`config.mk`:
```
export PLATFORM = sky130hd
export DESIGN_NAME = opb_register_bank_ppc2simulink
export DESIGN_NICKNAME = d
export VERILOG_FILES = /design/src/rtl/opb_register_bank_ppc2simulink.sv
export SDC_FILE = /design/constraint.sdc
export NUM_CORES = 1
export LEC_CHECK = 0
export BUFFER_PORTS_ARGS = -buffer_cell sky130_fd_sc_hd__buf_2
export CORE_MARGIN = 3
export CORE_UTILIZATION = 59
export CTS_BUF_LIST = sky130_fd_sc_hd__clkbuf_4
export DETAILED_ROUTE_END_ITERATION = 10
export GPL_TIMING_DRIVEN = 0
export PLACE_DENSITY = 0.88
export SETUP_SLACK_MARGIN = 0.05
export SLEW_MARGIN = 25
export SYNTH_ARGS = -nofsm -noshare
export SYNTH_HDL_FRONTEND = slang
export SYNTH_SLANG_ARGS = --single-unit
export TNS_END_PERCENT = 50
```
`constraint.sdc`:
```
create_clock -name OPB_Clk -period 5.2 [get_ports OPB_Clk]
set_input_delay 1.04 -clock OPB_Clk [delete_from_list [all_inputs] [get_ports OPB_Clk]]
set_output_delay 1.04 -clock OPB_Clk [all_outputs]
set_load 0.02 [all_outputs]
```
`src/rtl/opb_register_bank_ppc2simulink.sv`:
```
// OPB slave register bank exporting PPC-written words to fabric; OPB bit k is vector bit 31-k.
// Define OPB_REGBANK_SHADOW_EN for shadow registers committed through the 0xFC control word.
module opb_register_bank_ppc2simulink #(
    parameter logic [31:0] C_BASEADDR    = 32'h0108D200,
    parameter logic [31:0] C_HIGHADDR    = 32'h0108D2FF,
    parameter int          C_NUM_REGS    = 8,
    parameter logic [31:0] C_RESET_VALUE = 32'h00000000
) (
    input  logic                       OPB_Clk,
    input  logic                       OPB_Rst_n,
    input  logic [31:0]                OPB_ABus,
    input  logic [3:0]                 OPB_BE,
    input  logic [31:0]                OPB_DBus,
    input  logic                       OPB_RNW,
    input  logic                       OPB_select,
    input  logic                       OPB_seqAddr,
    output logic [31:0]                Sl_DBus,
    output logic                       Sl_xferAck,
    output logic                       Sl_errAck,
    output logic                       Sl_retry,
    output logic                       Sl_toutSup,
    output logic [C_NUM_REGS*32-1:0]   user_data_out,
    output logic [C_NUM_REGS-1:0]      user_update
);

    typedef enum logic [1:0] {IDLE, ACK, WAIT} state_t;
    state_t state, state_nxt;

    logic [31:0] offset;
    logic        hit;
    logic        sel_reg;
    logic        unused;

    assign offset  = OPB_ABus - C_BASEADDR;
    assign hit     = OPB_select && (OPB_ABus >= C_BASEADDR) && (OPB_ABus <= C_HIGHADDR);
    assign sel_reg = offset[31:2] < 30'(C_NUM_REGS);
    assign unused  = ^{OPB_seqAddr, offset[1:0]};

    // Decode is captured when the hit is first seen so the ACK cycle
    // does not depend on the master keeping the address stable.
    logic [4:0]  idx_q;
    logic        reg_q;
    logic        rnw_q;
    logic [3:0]  be_q;
    logic [31:0] wdata_q;
`ifdef OPB_REGBANK_SHADOW_EN
    logic        ctrl_q;
`endif

    always_ff @(posedge OPB_Clk or negedge OPB_Rst_n) begin
        if (!OPB_Rst_n) begin
            idx_q   <= '0;
            reg_q   <= 1'b0;
            rnw_q   <= 1'b0;
            be_q    <= '0;
            wdata_q <= '0;
`ifdef OPB_REGBANK_SHADOW_EN
            ctrl_q  <= 1'b0;
`endif
        end else if (state == IDLE && hit) begin
            idx_q   <= offset[6:2];
            reg_q   <= sel_reg;
            rnw_q   <= OPB_RNW;
            be_q    <= OPB_BE;
            wdata_q <= OPB_DBus;
`ifdef OPB_REGBANK_SHADOW_EN
            ctrl_q  <= (offset[31:2] == 30'h3F);
`endif
        end
    end

    always_ff @(posedge OPB_Clk or negedge OPB_Rst_n) begin
        if (!OPB_Rst_n) state <= IDLE;
        else            state <= state_nxt;
    end

    always_comb begin
        state_nxt = state;
        unique case (state)
            IDLE:    if (hit) state_nxt = ACK;
            ACK:     state_nxt = OPB_select ? WAIT : IDLE;
            WAIT:    if (!OPB_select) state_nxt = IDLE;
            default: state_nxt = IDLE;
        endcase
    end

    logic wr_stb;
    assign wr_stb = (state == ACK) && !rnw_q;

    function automatic logic [31:0] merge(input logic [31:0] old,
                                          input logic [31:0] d,
                                          input logic [3:0]  be);
        logic [31:0] r;
        r = old;
        for (int j = 0; j < 4; j++)
            if (be[j]) r[8*j +: 8] = d[8*j +: 8];
        return r;
    endfunction

    logic [31:0] live [C_NUM_REGS];

`ifdef OPB_REGBANK_SHADOW_EN
    logic [31:0] shadow [C_NUM_REGS];
    logic        pending;
    logic        commit;

    assign commit = wr_stb && ctrl_q && be_q[0] && wdata_q[0];

    always_ff @(posedge OPB_Clk or negedge OPB_Rst_n) begin
        if (!OPB_Rst_n) begin
            pending     <= 1'b0;
            user_update <= '0;
            for (int i = 0; i < C_NUM_REGS; i++) begin
                live[i]   <= C_RESET_VALUE;
                shadow[i] <= C_RESET_VALUE;
            end
        end else begin
            user_update <= '0;
            if (wr_stb && reg_q) pending <= 1'b1;
            if (commit)          pending <= 1'b0;
            for (int i = 0; i < C_NUM_REGS; i++) begin
                if (wr_stb && reg_q && idx_q == 5'(i))
                    shadow[i] <= merge(shadow[i], wdata_q, be_q);
                if (commit) begin
                    live[i]        <= shadow[i];
                    user_update[i] <= 1'b1;
                end
            end
        end
    end
`else
    always_ff @(posedge OPB_Clk or negedge OPB_Rst_n) begin
        if (!OPB_Rst_n) begin
            user_update <= '0;
            for (int i = 0; i < C_NUM_REGS; i++)
                live[i] <= C_RESET_VALUE;
        end else begin
            user_update <= '0;
            for (int i = 0; i < C_NUM_REGS; i++) begin
                if (wr_stb && reg_q && idx_q == 5'(i)) begin
                    live[i]        <= merge(live[i], wdata_q, be_q);
                    user_update[i] <= 1'b1;
                end
            end
        end
    end
`endif

    logic [31:0] rdata;

    always_comb begin
        rdata = '0;
        for (int i = 0; i < C_NUM_REGS; i++) begin
            if (reg_q && idx_q == 5'(i)) begin
`ifdef OPB_REGBANK_SHADOW_EN
                rdata = shadow[i];
`else
                rdata = live[i];
`endif
            end
        end
`ifdef OPB_REGBANK_SHADOW_EN
        if (ctrl_q) rdata = {31'b0, pending};
`endif
    end

    always_comb begin
        user_data_out = '0;
        for (int i = 0; i < C_NUM_REGS; i++)
            user_data_out[32*i +: 32] = live[i];
    end

    assign Sl_xferAck = (state == ACK);
    assign Sl_DBus    = (state == ACK && rnw_q) ? rdata : '0;
    assign Sl_errAck  = 1'b0;
    assign Sl_retry   = 1'b0;
    assign Sl_toutSup = 1'b0;

endmodule

```
## Yosys cells after proc, flatten, opt, wreduce, memory -nomap -nowiden

Cells that the tools add are included.

- Eq/ne operators: 11
- Add/subtract/negate cells: 1
- Mux-type cells: 21
- $lt $le $gt $ge: 3
- Reduce and logical (&&, ||, !) cells: 58

Operators by type and width:

| operator | count |
|---|---|
| $mux 32 | 9 |
| $reduce_and 2->1 | 33 |
| $ge 32x25->1 const B | 1 |
| $le 32x25->1 const B | 1 |
| $sub 32x25->32 const B | 1 |
| $lt 30x4->1 const B | 1 |
| $logic_and 1x1->1 | 22 |
| $eq 5x3->1 const B | 4 |
| $eq 5x2->1 const B | 2 |
| $mux 1 | 8 |
| $mux 2 | 3 |
| $pmux 2 s3 | 1 |
| $eq 5x1->1 const B | 1 |
| $logic_not 5->1 | 1 |
| $ne 2x2->1 const B | 2 |
| $eq 2x1->1 const B | 1 |
| $eq 2x2->1 const B | 1 |
| $logic_not 2->1 | 1 |
| $logic_not 1->1 | 1 |

- Output and inout port bits: 300
- Register bits: 309
- Logic and storage cells: 133

## Longest topological paths before layout

- Depth in word-level cells: 11
- Depth in mapped cells: 8
- Mapped depth without buffers: 7

## Least setup slack after synthesis

OpenSTA, ideal clock, no wires.

- Path kind: flip-flop to output port
- Start: register idx_q[1]
- End: output port Sl_DBus[10]
- Buffers on the path: 2
- Data arrival time: 2.297 ns
- Path slack: 1.863 ns
- Cell stages (with the launch flop): 7
- Path through: dfrtp_1 -> clkbuf_1 -> or4b_2 -> nor2_1 -> clkbuf_1 -> a22oi_1 -> a21oi_1

- Cells in the longest elaborated chain, start to end: 11
- Elaborated cells on any way between the ends: 25

RTL lines:

| what | line | RTL |
|---|---|---|
| start: declaration | 41 | `logic [4:0] idx_q;` |
| start signal: assignment | 61 | `idx_q <= offset[6:2];` |
| $logic_not 5->1 | 154 | `if (reg_q && idx_q == 5'(i)) begin` |
| $logic_and 1x1->1 | 154 |  |
| $mux 32 (7 in series) | 154 |  |
| $mux 32 (*) | 154 |  |
| $mux 32 (*) | 174 | `assign Sl_DBus = (state == ACK && rnw_q) ? rdata : '0;` |
| end: declaration | 17 | `output logic [31:0] Sl_DBus,` |

Mark *: on every way between the ends. The rest lies on a longest branch, timed or not.

## Worst setup path in the final report

- Start: register idx_q[1]
- End: output port Sl_DBus[12]

Same word-level chain as after synthesis.

==> results.tsv <==
stage	metric	value	unit
setup_path	cpMaxStageDelayCell	or4b_2	
die	die_width	159	um
clock_network	clockBufferDepth	3	
synthesis	seq_area_frac_synth	56.0	%
synthesis	synth.area.mux_share	32.8	%
clock_network	htree_levels	3	
clock_network	clkTransAtPathRegs	0.07	ns
synthesis	synth_compound_area_share	5.03	%
placement	dpl.cell_count	1648	
finish	utilization	74.8	%
setup_path	crit_path_end_kind	primary output	
finish	stdcell_count	1777	
drt	vias_per_cell	5.96	
pwr	power.total	4.49	mW
finish	mostFrequentLayoutCell	buf_2	
timing	max_freq	200	MHz
die	dieArea	25300	um2
global_route	gr-usage-all-layers	33.7	%
synthesis	synthCells	962	
synthesis	synth_cell_types	39	
setup_path	worst-path-max-fanout	10	
timing	min_period	5.01	ns
finish	final_nets	1491	
clock_network	insertion_delay	0.66	ns
synthesis	synth_flop_cell	dfrtp_1	
setup_path	criticalPathCategory	flip-flop to primary output	
min_path	hold_path_class	input pin to asynchronous set/reset pin	
die	row_count	55	
timing	slew_headroom	24.9	%
global_route	antenna_found_initial	4	
drt	drt_wl_total	43200	um
global_route	grt_pass1_wl	65800	um
clock_network	post-cts-setup-buffer-count	0	
finish	drive_gt1_share	57.0	%
drt	post_drt_wl_per_cell	24.3	um
synthesis	syn_area	13800	um2
finish	fillers	1538	
die	io_pins	373	
synthesis	synthXorXnorAreaFrac	0.127	%
drt	postRouteAntennaNets	0	
synthesis	ys_seq_elements	309	
drt	drc	0	
job	cap_violations	0	
clock_network	cts_resized	0	
setup_path	cp.arrival	3.97	ns
clock_network	clock_sinks	309	
setup_path	cpPeakStageDelay	0.82	ns
synthesis	synth_adder_area_share	0.181	%
clock_network	clockRootBuffer	clkbuf_4	
setup_path	critPathRequiredTime	4.16	ns
synthesis	syn_area_per_cell	14.4	um2
timing	hold_violations	0	
finish	final_area	17100	um2
pwr	powerDensity	263	nW/um2
global_route	overflow	0	
finish	area_growth	23.7	%
synthesis	synth_edf_count	0	
drt	drtIter0Drc	812	
global_route	grt_pass1_vias	11250	
synthesis	async_reset_ff_share	100	%
die	fp.dieH	159	um
clock_network	cts_hold_buffers	0	
clock_network	numCtsBuffers	79	
timing	rsz0062_at_grt	yes	
drt	vias	10599	
drt	drt_pass1_iterations	7	
placement	dp_hpwl	30100	um
timing	skew	0.0427	ns
setup_path	cpMostUsedCell	clkbuf_1	
synthesis	synth-simple-area-share	4.29	%
outcome	status	finished clean	
timing	worst_slew_pin_slew	1.13	ns
setup_path	path_delay_family	simple AND/OR/NAND/NOR gates	
global_route	grt_max_degree	98	
pwr	leakage	9.30	nW
pwr	ir_worst_vdd	0.000245	V
setup_path	path_cells	clkbuf_1 -> or4b_2 -> nor2_1 -> clkbuf_1 -> a22oi_1 -> a21oi_1 -> buf_2	
die	initial_core_util	60.4	%
timing	drv_slew	0	
synthesis	synth_warnings	0	
setup_path	start_kind	flip-flop	
finish	layout_common_cells	buf_2, dfrtp_1, mux2_2	
timing	setup_violations	0	
die	core-area	22800	um2
placement	io_buffers	368	
synthesis	synth_top_family_by_area	multiplexers	
timing	min_period_over_period	96.3	%
clock_network	cts_tree	done	
placement	routabilityCongestion	0.903	
timing	whs	0.312	ns
placement	placed_cell_area	16100	um2
setup_path	crit_buf_inv	3	
-- per-stage QoR --
step	setup TNS, ns	setup WS (ns)
3_3_place_gp	-764.52	-2.50
6_report	0	0.191
2_1_floorplan	0	1.86
5_1_grt	0	0.00776
3_5_place_dp	0	0.825
4_1_cts	0	0.113
-- flip-flops by register name, indices dropped and copies added, names as in the netlist --
name           flops
user_update        8
rnw_q              1
idx_q              5
user_data_out    256
reg_q              1
be_q               4
state              2
wdata_q           32
-- report_power, final --
group	switching (mW)	internal, mW
Combinational	0.0740	0.0346
Sequential	0.0000819	2.40
Clock	0.931	1.04
Total	1.00	3.48
-- final timing paths --
path | depth (start not counted) | slack (ns) | start | end
max in group asynchronous | 2 | 4.02 | OPB_Rst_n | user_data_out[186]
max reg2reg | 5 | 2.22 | idx_q[1] | user_data_out[184]
min in group OPB_Clk | 1 | 0.52 | user_data_out[132] | user_data_out[132]
min | 1 | 0.31 | OPB_Rst_n | user_data_out[107]
min reg2reg | 1 | 0.52 | user_data_out[132] | user_data_out[132]
max | 7 | 0.19 | idx_q[1] | Sl_DBus[12]
-- synthesized netlist by cell type, drive strengths merged (2+ instances only) --
cell,number,share of area [%]
a2111oi,2,0.13
a211oi,3,0.16
a21oi,64,2.3
a221o,3,0.22
a22oi,29,1.6
and3,2,0.091
buf,13,0.65
clkbuf,25,0.68
dfrtp,309,56
ha,2,0.18
inv,8,0.22
mux2,298,25
mux2i,31,2.2
mux4,32,5.2
nand2,46,1.3
nand3,4,0.14
nand4,4,0.18
nor2,41,1.1
nor2b,8,0.36
nor3,8,0.29
nor3b,2,0.11
o2111ai,2,0.13
o211ai,2,0.11
o21a,2,0.11
o21ai,3,0.11
or3,4,0.18
or4,6,0.33
or4b,2,0.14
-- layer usage --
layer / routed length (um) / share of wire, % / vias to the layer above / track usage (%)
li1: - / - / 4515 / -
met1: 16900 / 39 / 5375 / 42.2
met2: 21400 / 50 / 587 / 56.5
met3: 3450 / 8.0 / 120 / 8.77
met4: 1450 / 3.3 / 2 / 14.0
met5: 17 / 0.039 / - / 0
-- area by class of cell --
| cell class | count | area [um2] | share of cell area [%] |
|---|---|---|---|
| repair buffers | 371 | 1930 | 11.3 |
| diodes | 3 | 7.51 | 0.0439 |
| clock buffers | 114 | 856 | 5.01 |
| inverters | 8 | 30.0 | 0.176 |
| flip-flops and latches | 309 | 7730 | 45.3 |
| well taps | 313 | 392 | 2.29 |
| multi-input cells | 609 | 5870 | 34.4 |
| plain buffers | 38 | 189 | 1.11 |
| clock inverters | 12 | 72.6 | 0.425 |
-- logic make-up after synthesis --
| kind of cell | Yosys count |
|---|---|
| other | 1 |
| buffers and inverters | 46 |
| flip-flops | 309 |
| XOR/XNOR | 2 |
| multiplexers | 361 |
| AO/OA/AOI/OAI | 112 |
| AND/OR/NAND/NOR | 129 |
| adder cells (fa/ha/maj) | 2 |
Power figures use the tool's default switching activity.
